## src/rtl/cu_defs_pkg.sv

```systemverilog
// Shared definitions for the multicycle control unit.
//   - opcode map (numeric values, cast to OPCODE_W at the point of use)
//   - ALU operation encodings (cast to ALUOP_W at the point of use)
//   - FSM state encoding and decoded instruction class
package cu_defs_pkg;

    // Opcode map
    localparam int unsigned OP_LOADI = 0;
    localparam int unsigned OP_MOV   = 1;
    localparam int unsigned OP_ADD   = 2;
    localparam int unsigned OP_SUB   = 3;
    localparam int unsigned OP_AND   = 4;
    localparam int unsigned OP_OR    = 5;
    localparam int unsigned OP_J     = 6;
    localparam int unsigned OP_BEQ   = 7;
    localparam int unsigned OP_LWD   = 8;
    localparam int unsigned OP_LWI   = 9;
    localparam int unsigned OP_SWD   = 10;
    localparam int unsigned OP_SWI   = 11;

    // ALU operation encodings
    localparam int unsigned ALU_FWD = 0;
    localparam int unsigned ALU_ADD = 1;
    localparam int unsigned ALU_AND = 2;
    localparam int unsigned ALU_OR  = 3;

    typedef enum logic [2:0] {
        StIdle,
        StExec,
        StMem,
        StWb,
        StErr
    } state_e;

    typedef enum logic [2:0] {
        ClsAlu,
        ClsJump,
        ClsBranch,
        ClsLoad,
        ClsStore,
        ClsIllegal
    } op_class_e;

    function automatic logic is_mem_class(input op_class_e cls);
        return (cls == ClsLoad) || (cls == ClsStore);
    endfunction

endpackage

```

## src/rtl/cu_decoder.sv

```systemverilog
// Combinational opcode decoder: latched opcode -> instruction class plus the
// static ALU controls for that opcode.
// Ports:
//   op_i          latched opcode (op_q of the FSM)
//   op_class_o    instruction class (ALU, jump, branch, load, store, illegal)
//   aluop_o       ALU operation
//   negate_o      two's-complement operand 2 (SUB, BEQ)
//   alu_source_o  1 = immediate operand (LOADI, LWI, SWI)
module cu_decoder
    import cu_defs_pkg::*;
#(
    parameter int unsigned OPCODE_W = 8,
    parameter int unsigned ALUOP_W  = 3
) (
    input  logic [OPCODE_W-1:0] op_i,
    output op_class_e           op_class_o,
    output logic [ALUOP_W-1:0]  aluop_o,
    output logic                negate_o,
    output logic                alu_source_o
);

    always_comb begin
        op_class_o   = ClsIllegal;
        aluop_o      = ALUOP_W'(ALU_FWD);
        negate_o     = 1'b0;
        alu_source_o = 1'b0;
        case (op_i)
            OPCODE_W'(OP_LOADI): begin
                op_class_o   = ClsAlu;
                alu_source_o = 1'b1;
            end
            OPCODE_W'(OP_MOV): begin
                op_class_o = ClsAlu;
            end
            OPCODE_W'(OP_ADD): begin
                op_class_o = ClsAlu;
                aluop_o    = ALUOP_W'(ALU_ADD);
            end
            OPCODE_W'(OP_SUB): begin
                op_class_o = ClsAlu;
                aluop_o    = ALUOP_W'(ALU_ADD);
                negate_o   = 1'b1;
            end
            OPCODE_W'(OP_AND): begin
                op_class_o = ClsAlu;
                aluop_o    = ALUOP_W'(ALU_AND);
            end
            OPCODE_W'(OP_OR): begin
                op_class_o = ClsAlu;
                aluop_o    = ALUOP_W'(ALU_OR);
            end
            OPCODE_W'(OP_J): begin
                op_class_o = ClsJump;
            end
            OPCODE_W'(OP_BEQ): begin
                // Compare by subtraction; the datapath checks the zero flag.
                op_class_o = ClsBranch;
                aluop_o    = ALUOP_W'(ALU_ADD);
                negate_o   = 1'b1;
            end
            // Memory ops forward the address operand through the ALU.
            OPCODE_W'(OP_LWD): begin
                op_class_o = ClsLoad;
            end
            OPCODE_W'(OP_LWI): begin
                op_class_o   = ClsLoad;
                alu_source_o = 1'b1;
            end
            OPCODE_W'(OP_SWD): begin
                op_class_o = ClsStore;
            end
            OPCODE_W'(OP_SWI): begin
                op_class_o   = ClsStore;
                alu_source_o = 1'b1;
            end
            default: begin
                op_class_o = ClsIllegal;
            end
        endcase
    end

endmodule

```

## src/rtl/multicycle_control_unit.sv

```systemverilog
// Multicycle control unit: accepts one opcode at a time in IDLE, executes it in
// EXEC, stalls in MEM on the data-memory busywait handshake, writes loads back
// in WB, and parks in ERR after a memory timeout until reset.
// Ports:
//   CLK, RESET            clock (rising edge), asynchronous active-high reset
//   instr_valid, opcode   opcode handshake, sampled only in IDLE
//   mem_busywait          data-memory stall, sampled only in MEM
//   instr_ready           IDLE and not in reset
//   pc_write              PC update this cycle
//   reg_write_enable      register file write
//   negate, alu_source,
//   aluop                 ALU controls
//   jump, branch          PC source selects
//   mem_read, mem_write   data-memory requests
//   mem_to_reg            writeback from memory
//   illegal_op            sticky: undefined opcode executed
//   mem_timeout           sticky: memory timeout
module multicycle_control_unit
    import cu_defs_pkg::*;
#(
    parameter int unsigned OPCODE_W    = 8,
    parameter int unsigned ALUOP_W     = 3,
    parameter int unsigned TIMEOUT_CYC = 255
) (
    input  logic                CLK,
    input  logic                RESET,
    input  logic                instr_valid,
    input  logic [OPCODE_W-1:0] opcode,
    input  logic                mem_busywait,
    output logic                instr_ready,
    output logic                pc_write,
    output logic                reg_write_enable,
    output logic                negate,
    output logic                alu_source,
    output logic [ALUOP_W-1:0]  aluop,
    output logic                jump,
    output logic                branch,
    output logic                mem_read,
    output logic                mem_write,
    output logic                mem_to_reg,
    output logic                illegal_op,
    output logic                mem_timeout
);

    localparam int unsigned CntW = $clog2(TIMEOUT_CYC + 1);
    localparam logic [CntW-1:0] CntLast = CntW'(TIMEOUT_CYC - 1);
    localparam logic [CntW-1:0] CntMax  = CntW'(TIMEOUT_CYC);

    state_e              state_q, state_d;
    logic [OPCODE_W-1:0] op_q, op_d;
    logic [CntW-1:0]     cnt_q, cnt_d;
    logic                illegal_q, illegal_d;
    logic                timeout_q, timeout_d;

    op_class_e           dec_class;
    logic [ALUOP_W-1:0]  dec_aluop;
    logic                dec_negate;
    logic                dec_alu_source;

    cu_decoder #(
        .OPCODE_W (OPCODE_W),
        .ALUOP_W  (ALUOP_W)
    ) u_decoder (
        .op_i         (op_q),
        .op_class_o   (dec_class),
        .aluop_o      (dec_aluop),
        .negate_o     (dec_negate),
        .alu_source_o (dec_alu_source)
    );

    always_ff @(posedge CLK or posedge RESET) begin
        if (RESET) begin
            state_q   <= StIdle;
            op_q      <= '0;
            cnt_q     <= '0;
            illegal_q <= 1'b0;
            timeout_q <= 1'b0;
        end else begin
            state_q   <= state_d;
            op_q      <= op_d;
            cnt_q     <= cnt_d;
            illegal_q <= illegal_d;
            timeout_q <= timeout_d;
        end
    end

    assign illegal_op  = illegal_q;
    assign mem_timeout = timeout_q;

    always_comb begin
        state_d          = state_q;
        op_d             = op_q;
        cnt_d            = cnt_q;
        illegal_d        = illegal_q;
        timeout_d        = timeout_q;
        instr_ready      = 1'b0;
        pc_write         = 1'b0;
        reg_write_enable = 1'b0;
        negate           = 1'b0;
        alu_source       = 1'b0;
        aluop            = '0;
        jump             = 1'b0;
        branch           = 1'b0;
        mem_read         = 1'b0;
        mem_write        = 1'b0;
        mem_to_reg       = 1'b0;

        case (state_q)
            StIdle: begin
                // Reset forces state to IDLE, so ready must be masked explicitly.
                instr_ready = ~RESET;
                if (instr_valid) begin
                    op_d    = opcode;
                    state_d = StExec;
                end
            end

            StExec: begin
                aluop      = dec_aluop;
                negate     = dec_negate;
                alu_source = dec_alu_source;
                case (dec_class)
                    ClsAlu: begin
                        reg_write_enable = 1'b1;
                        pc_write         = 1'b1;
                        state_d          = StIdle;
                    end
                    ClsJump: begin
                        jump     = 1'b1;
                        pc_write = 1'b1;
                        state_d  = StIdle;
                    end
                    ClsBranch: begin
                        branch   = 1'b1;
                        pc_write = 1'b1;
                        state_d  = StIdle;
                    end
                    ClsLoad: begin
                        mem_read = 1'b1;
                        cnt_d    = '0;
                        state_d  = StMem;
                    end
                    ClsStore: begin
                        mem_write = 1'b1;
                        cnt_d     = '0;
                        state_d   = StMem;
                    end
                    default: begin
                        illegal_d = 1'b1;
                        pc_write  = 1'b1;
                        state_d   = StIdle;
                    end
                endcase
            end

            StMem: begin
                // Address operands stay selected while the request is held.
                aluop      = dec_aluop;
                negate     = dec_negate;
                alu_source = dec_alu_source;
                mem_read   = (dec_class == ClsLoad);
                mem_write  = (dec_class == ClsStore);
                if (mem_busywait) begin
                    if (cnt_q != CntMax) begin
                        cnt_d = cnt_q + CntW'(1);
                    end
                    if (cnt_q == CntLast) begin
                        timeout_d = 1'b1;
                        state_d   = StErr;
                    end
                end else if (dec_class == ClsStore) begin
                    pc_write = 1'b1;
                    state_d  = StIdle;
                end else begin
                    state_d = StWb;
                end
            end

            StWb: begin
                reg_write_enable = 1'b1;
                mem_to_reg       = 1'b1;
                pc_write         = 1'b1;
                state_d          = StIdle;
            end

            StErr: begin
                state_d = StErr;
            end

            default: begin
                state_d = StIdle;
            end
        endcase
    end

endmodule

```

## config.mk

```make
export PLATFORM = sky130hd
export DESIGN_NAME = multicycle_control_unit
export DESIGN_NICKNAME = d
export VERILOG_FILES = /design/src/rtl/cu_defs_pkg.sv /design/src/rtl/cu_decoder.sv /design/src/rtl/multicycle_control_unit.sv
export SDC_FILE = /design/constraint.sdc
export NUM_CORES = 1
export LEC_CHECK = 0
export BUFFER_PORTS_ARGS = -buffer_cell sky130_fd_sc_hd__clkbuf_2
export CAP_MARGIN = 20
export CORE_MARGIN = 2
export CORE_UTILIZATION = 40
export CTS_BUF_LIST = sky130_fd_sc_hd__clkbuf_8
export DETAILED_ROUTE_END_ITERATION = 10
export SYNTH_ARGS = -nofsm -noshare
export SYNTH_HDL_FRONTEND = slang
export SYNTH_SLANG_ARGS = --single-unit
```

## constraint.sdc

```tcl
create_clock -name CLK -period 4.9 [get_ports CLK]
set_input_delay 0.245 -clock CLK [delete_from_list [all_inputs] [get_ports CLK]]
set_output_delay 0.245 -clock CLK [all_outputs]
set_load 0.02 [all_outputs]
```

==> metrics.txt <==
# TYPE chip_impl_metric gauge
chip_impl_metric{name="postSynthCellCount",unit=""} 129
chip_impl_metric{name="post-route-period-util",unit=""} 0.437
chip_impl_metric{name="pwr_per_cell_area",unit="mW/mm²"} 346
chip_impl_metric{name="dp.final_hpwl",unit="µm"} 1860
chip_impl_metric{name="grt_antenna_before_repair",unit=""} 0
chip_impl_info{name="synth_largest_area_cell",value="sky130_fd_sc_hd__dfrtp_1"} 1
chip_impl_metric{name="p_seq_frac",unit=""} 0.551
chip_impl_metric{name="grtUsageTotal",unit=""} 0.152
chip_impl_metric{name="finish.instance_area",unit="mm²"} 0.00146
chip_impl_metric{name="cts_num_sinks",unit=""} 21
chip_impl_metric{name="slowest_delay",unit="ps"} 490
chip_impl_metric{name="setup_slack",unit="ps"} 2760
chip_impl_metric{name="switching_fraction",unit=""} 0.349
chip_impl_metric{name="first_global_vias",unit=""} 951
chip_impl_metric{name="seq_total_area_yosys",unit=""} 0.406
chip_impl_metric{name="multiInputGateArea",unit="µm²"} 682
chip_impl_metric{name="place.gp.congestion",unit=""} 0.773
chip_impl_info{name="cts_tree",value="yes"} 1
chip_impl_metric{name="rows",unit=""} 20
chip_impl_metric{name="ys.warnings.count",unit=""} 0
chip_impl_info{name="postSynth.topFlopCell",value="sky130_fd_sc_hd__dfrtp_1"} 1
chip_impl_metric{name="routed_via_count_divided_by_cell_count",unit=""} 5.47
chip_impl_metric{name="power_leakage",unit="nW"} 0.665
chip_impl_metric{name="drt_wl_total",unit="µm"} 2470
chip_impl_metric{name="syn-cell-area",unit="mm²"} 0.00129
chip_impl_metric{name="grt-ovfl-total",unit=""} 0
chip_impl_info{name="clock_tree.root_cell",value="sky130_fd_sc_hd__clkbuf_8"} 1
chip_impl_metric{name="vias",unit=""} 1056
chip_impl_metric{name="path_clk_slew",unit="ps"} 80
chip_impl_metric{name="share_comb_of_total_power",unit=""} 0.229
chip_impl_metric{name="n_antenna_cell",unit=""} 0
chip_impl_metric{name="grt_max_degree",unit=""} 22
chip_impl_metric{name="setup-violations-final",unit=""} 0
chip_impl_info{name="timing_worst_setup_path_type",value="flop to primary output"} 1
chip_impl_metric{name="internal_power",unit="mW"} 0.329
chip_impl_metric{name="core-area",unit="mm²"} 0.00308
chip_impl_metric{name="layout.core_utilization",unit=""} 0.475
chip_impl_metric{name="drtIter0Drc",unit=""} 79
chip_impl_metric{name="synth_enable_flop_cells",unit=""} 0
chip_impl_info{name="holdCritPathClass",value="input port to async pin"} 1
chip_impl_metric{name="drive_gt1_frac",unit=""} 0.309
chip_impl_metric{name="fp.dieH",unit="µm"} 60.9
chip_impl_metric{name="clock_power_share",unit=""} 0.221
chip_impl_metric{name="drcViolationCount",unit=""} 0
chip_impl_metric{name="fill_cell_instance_count_of_the_final_layout",unit=""} 297
chip_impl_info{name="path_cells",value="nor4_4, nand3_1, nor2_1, o221a_2, clkbuf_2"} 1
chip_impl_metric{name="detail_route.first_pass.iterations",unit=""} 4
chip_impl_metric{name="register_area",unit="µm²"} 526
chip_impl_metric{name="clock_tree.buffer_depth",unit=""} 2
chip_impl_metric{name="synthArstFlopShare",unit=""} 1.00
chip_impl_info{name="crit_path_top_delay_cell",value="sky130_fd_sc_hd__nor4_4"} 1
chip_impl_metric{name="total_of_flip_flops_plus_latches_after_synthesis",unit=""} 21
chip_impl_metric{name="timing.critical_path.fanout_max",unit=""} 7
chip_impl_metric{name="num_io_pins",unit=""} 27
chip_impl_metric{name="cts-resized-gates",unit=""} 0
chip_impl_metric{name="arrival",unit="ps"} 1900
chip_impl_metric{name="power.ir.vdd_worst",unit="µV"} 114
chip_impl_metric{name="reg2reg_setup_slack",unit="ps"} 3120
chip_impl_metric{name="dpl_worst_slack",unit="ps"} 3040
chip_impl_metric{name="setup-tns-final",unit="ps"} 0
chip_impl_metric{name="ctsHoldBuffers",unit=""} 0
chip_impl_metric{name="post-cts-setup-buffers",unit=""} 0
chip_impl_info{name="synth.area.top_cells",value="sky130_fd_sc_hd__dfrtp_1 41%, sky130_fd_sc_hd__mux2_2 7.0%, sky130_fd_sc_hd__a21oi_1 4.3%"} 1
chip_impl_info{name="endpoint_kind",value="primary output"} 1
chip_impl_metric{name="worstMarginPinSlew",unit="ps"} 806
chip_impl_metric{name="initial_core_util",unit=""} 0.421
chip_impl_info{name="rsz0062_at_grt",value="false"} 1
chip_impl_info{name="crit_family",value="simple AND/OR/NAND/NOR gates"} 1
chip_impl_metric{name="max_freq",unit="MHz"} 467
chip_impl_metric{name="period_needed",unit="ps"} 2140
chip_impl_info{name="worstSetupStartpointType",value="flop"} 1
chip_impl_metric{name="grt_first_pass_wirelength",unit="µm"} 4240
chip_impl_metric{name="cts-htree-levels",unit=""} 1
chip_impl_metric{name="floorplan.die_area",unit="mm²"} 0.00371
chip_impl_metric{name="critical_path_required",unit="ps"} 4660
chip_impl_metric{name="finalMaxSlewViolations",unit=""} 0
chip_impl_info{name="outcome",value="finished, final reports clean"} 1
chip_impl_metric{name="finalHoldViolCount",unit=""} 0
chip_impl_metric{name="postSynthAreaPerCell",unit="µm²"} 10.0
chip_impl_metric{name="die_w",unit="µm"} 60.9
chip_impl_metric{name="clock-skew-final",unit="ps"} 9.11
chip_impl_metric{name="place.port_buffers",unit=""} 25
chip_impl_metric{name="final_net_count",unit=""} 164
chip_impl_metric{name="timing.critical_path.buf_inv",unit=""} 1
chip_impl_metric{name="placed_area",unit="mm²"} 0.00142
chip_impl_metric{name="insertion_delay",unit="ps"} 260
chip_impl_metric{name="netlist.area_leader.share",unit=""} 0.406
chip_impl_metric{name="timing.max_slew.rel_slack",unit=""} 0.462
chip_impl_metric{name="syn_nets",unit=""} 143
chip_impl_metric{name="synth_cell_types",unit=""} 43
chip_impl_metric{name="cts-buffers-inserted",unit=""} 3
chip_impl_metric{name="number_of_nets_with_antenna_violations_after_detailed_routing",unit=""} 0
chip_impl_metric{name="syn2layout_area_growth",unit="%"} 12.9
chip_impl_metric{name="wire_length_per_cell",unit="µm"} 12.8
chip_impl_metric{name="maxCapViolations",unit=""} 0
chip_impl_metric{name="power.switching",unit="mW"} 0.176
-- through the flow --
stage	instances	power (mW)	hold WS, ps
after floorplan	129	0.369	222
after global placement	189	0.391	428
after detailed placement	189	0.397	441
after CTS	193	0.509	156
after global routing	193	0.540	217
final	193	0.506	121
-- worst reg2reg max path, stage by stage, from the launching register on --
cell                      delay (ps)
sky130_fd_sc_hd__dfrtp_1         570
sky130_fd_sc_hd__or3b_1          590
sky130_fd_sc_hd__nor2_8          160
sky130_fd_sc_hd__a21oi_2          50
sky130_fd_sc_hd__mux2_4          300
-- registers in the layout, indices dropped and copies added (netlist names) --
signal       count
state_q          3
mem_timeout      1
op_q             8
cnt_q            8
illegal_op       1
-- worst paths after layout --
path,start,end,cells after the start
min in group CLK,opcode[7],op_q[7],2
worst min-delay path,RESET,state_q[1],2
worst max-delay path,op_q[4],pc_write,5
worst min register to register,mem_timeout,mem_timeout,1
max in group asynchronous,RESET,cnt_q[1],2
worst max register to register,state_q[1],cnt_q[1],4
-- cell usage after synthesis, drive strengths merged, types with 2 or more instances --
| master | instances |
|---|---|
| a31oi | 2 |
| nor2 | 7 |
| o21ai | 4 |
| ha | 2 |
| a21oi | 12 |
| nand3 | 8 |
| o22ai | 4 |
| a21o | 3 |
| clkbuf | 2 |
| buf | 7 |
| nand2 | 5 |
| nand4 | 5 |
| nor3b | 3 |
| dfrtp | 21 |
| mux2 | 9 |
| nor4 | 3 |
| nor4b | 3 |
| and3 | 3 |
| nor3 | 4 |
| mux2i | 2 |
| inv | 8 |
-- placed cells by master, fill, tap and decap left out, types with 2 or more instances in the layout --
master	n
sky130_fd_sc_hd__mux2i_1	2
sky130_fd_sc_hd__nor4b_1	2
sky130_fd_sc_hd__a21oi_1	11
sky130_fd_sc_hd__clkbuf_8	3
sky130_fd_sc_hd__nand2_1	5
sky130_fd_sc_hd__clkbuf_2	25
sky130_fd_sc_hd__ha_1	2
sky130_fd_sc_hd__inv_1	9
sky130_fd_sc_hd__dfrtp_1	21
sky130_fd_sc_hd__nand3_1	7
sky130_fd_sc_hd__nor3_1	4
sky130_fd_sc_hd__mux2_2	8
sky130_fd_sc_hd__o22ai_1	4
sky130_fd_sc_hd__and3_1	3
sky130_fd_sc_hd__nor2_1	6
sky130_fd_sc_hd__nand4_1	5
sky130_fd_sc_hd__nor4_1	2
sky130_fd_sc_hd__a21o_1	3
sky130_fd_sc_hd__o21ai_0	3
sky130_fd_sc_hd__a31oi_1	2
sky130_fd_sc_hd__nor3b_2	2
-- power groups by stage --
stage	clock, mW	combinational [mW]	sequential, mW
finish	0.112	0.116	0.278
global route	0.121	0.131	0.288
CTS	0.115	0.117	0.277
detailed placement	0	0.118	0.279
global placement	0	0.113	0.278
floorplan	0	0.114	0.255
-- final cells by class --
| class | count | share of cell area |
|---|---|---|
| multi-input cells | 91 | 0.466 |
| flip-flops and latches | 21 | 0.359 |
| repair buffers | 25 | 0.0855 |
| well taps | 44 | 0.0376 |
| clock buffers | 3 | 0.0282 |
| inverters | 8 | 0.0205 |
| clock inverters | 1 | 0.00257 |
-- logic make-up (layout without fill, tap and decap cells) --
| family | Yosys count | count (layout) | share of synthesized area |
|---|---|---|---|
| fa+ha+maj | 2 | 2 | 0.0193 |
| xor+xnor | 2 | 2 | 0.0135 |
| simple gates | 47 | 47 | 0.259 |
| compound gates | 28 | 28 | 0.135 |
| other cells | 1 | 1 | 0.00290 |
| flops | 21 | 21 | 0.406 |
| mux | 11 | 11 | 0.0966 |
| buf+inv | 17 | 37 | 0.0676 |
-- metal layers --
metal | track usage | vias up | wire length [µm]
li1 | - | 511 | -
met1 | 0.194 | 510 | 1200
met2 | 0.255 | 30 | 1120
met3 | 0.0320 | 5 | 101
met4 | 0.0559 | 0 | 39
met5 | 0 | - | 0
Note: power is estimated with default switching activity, not from simulation.
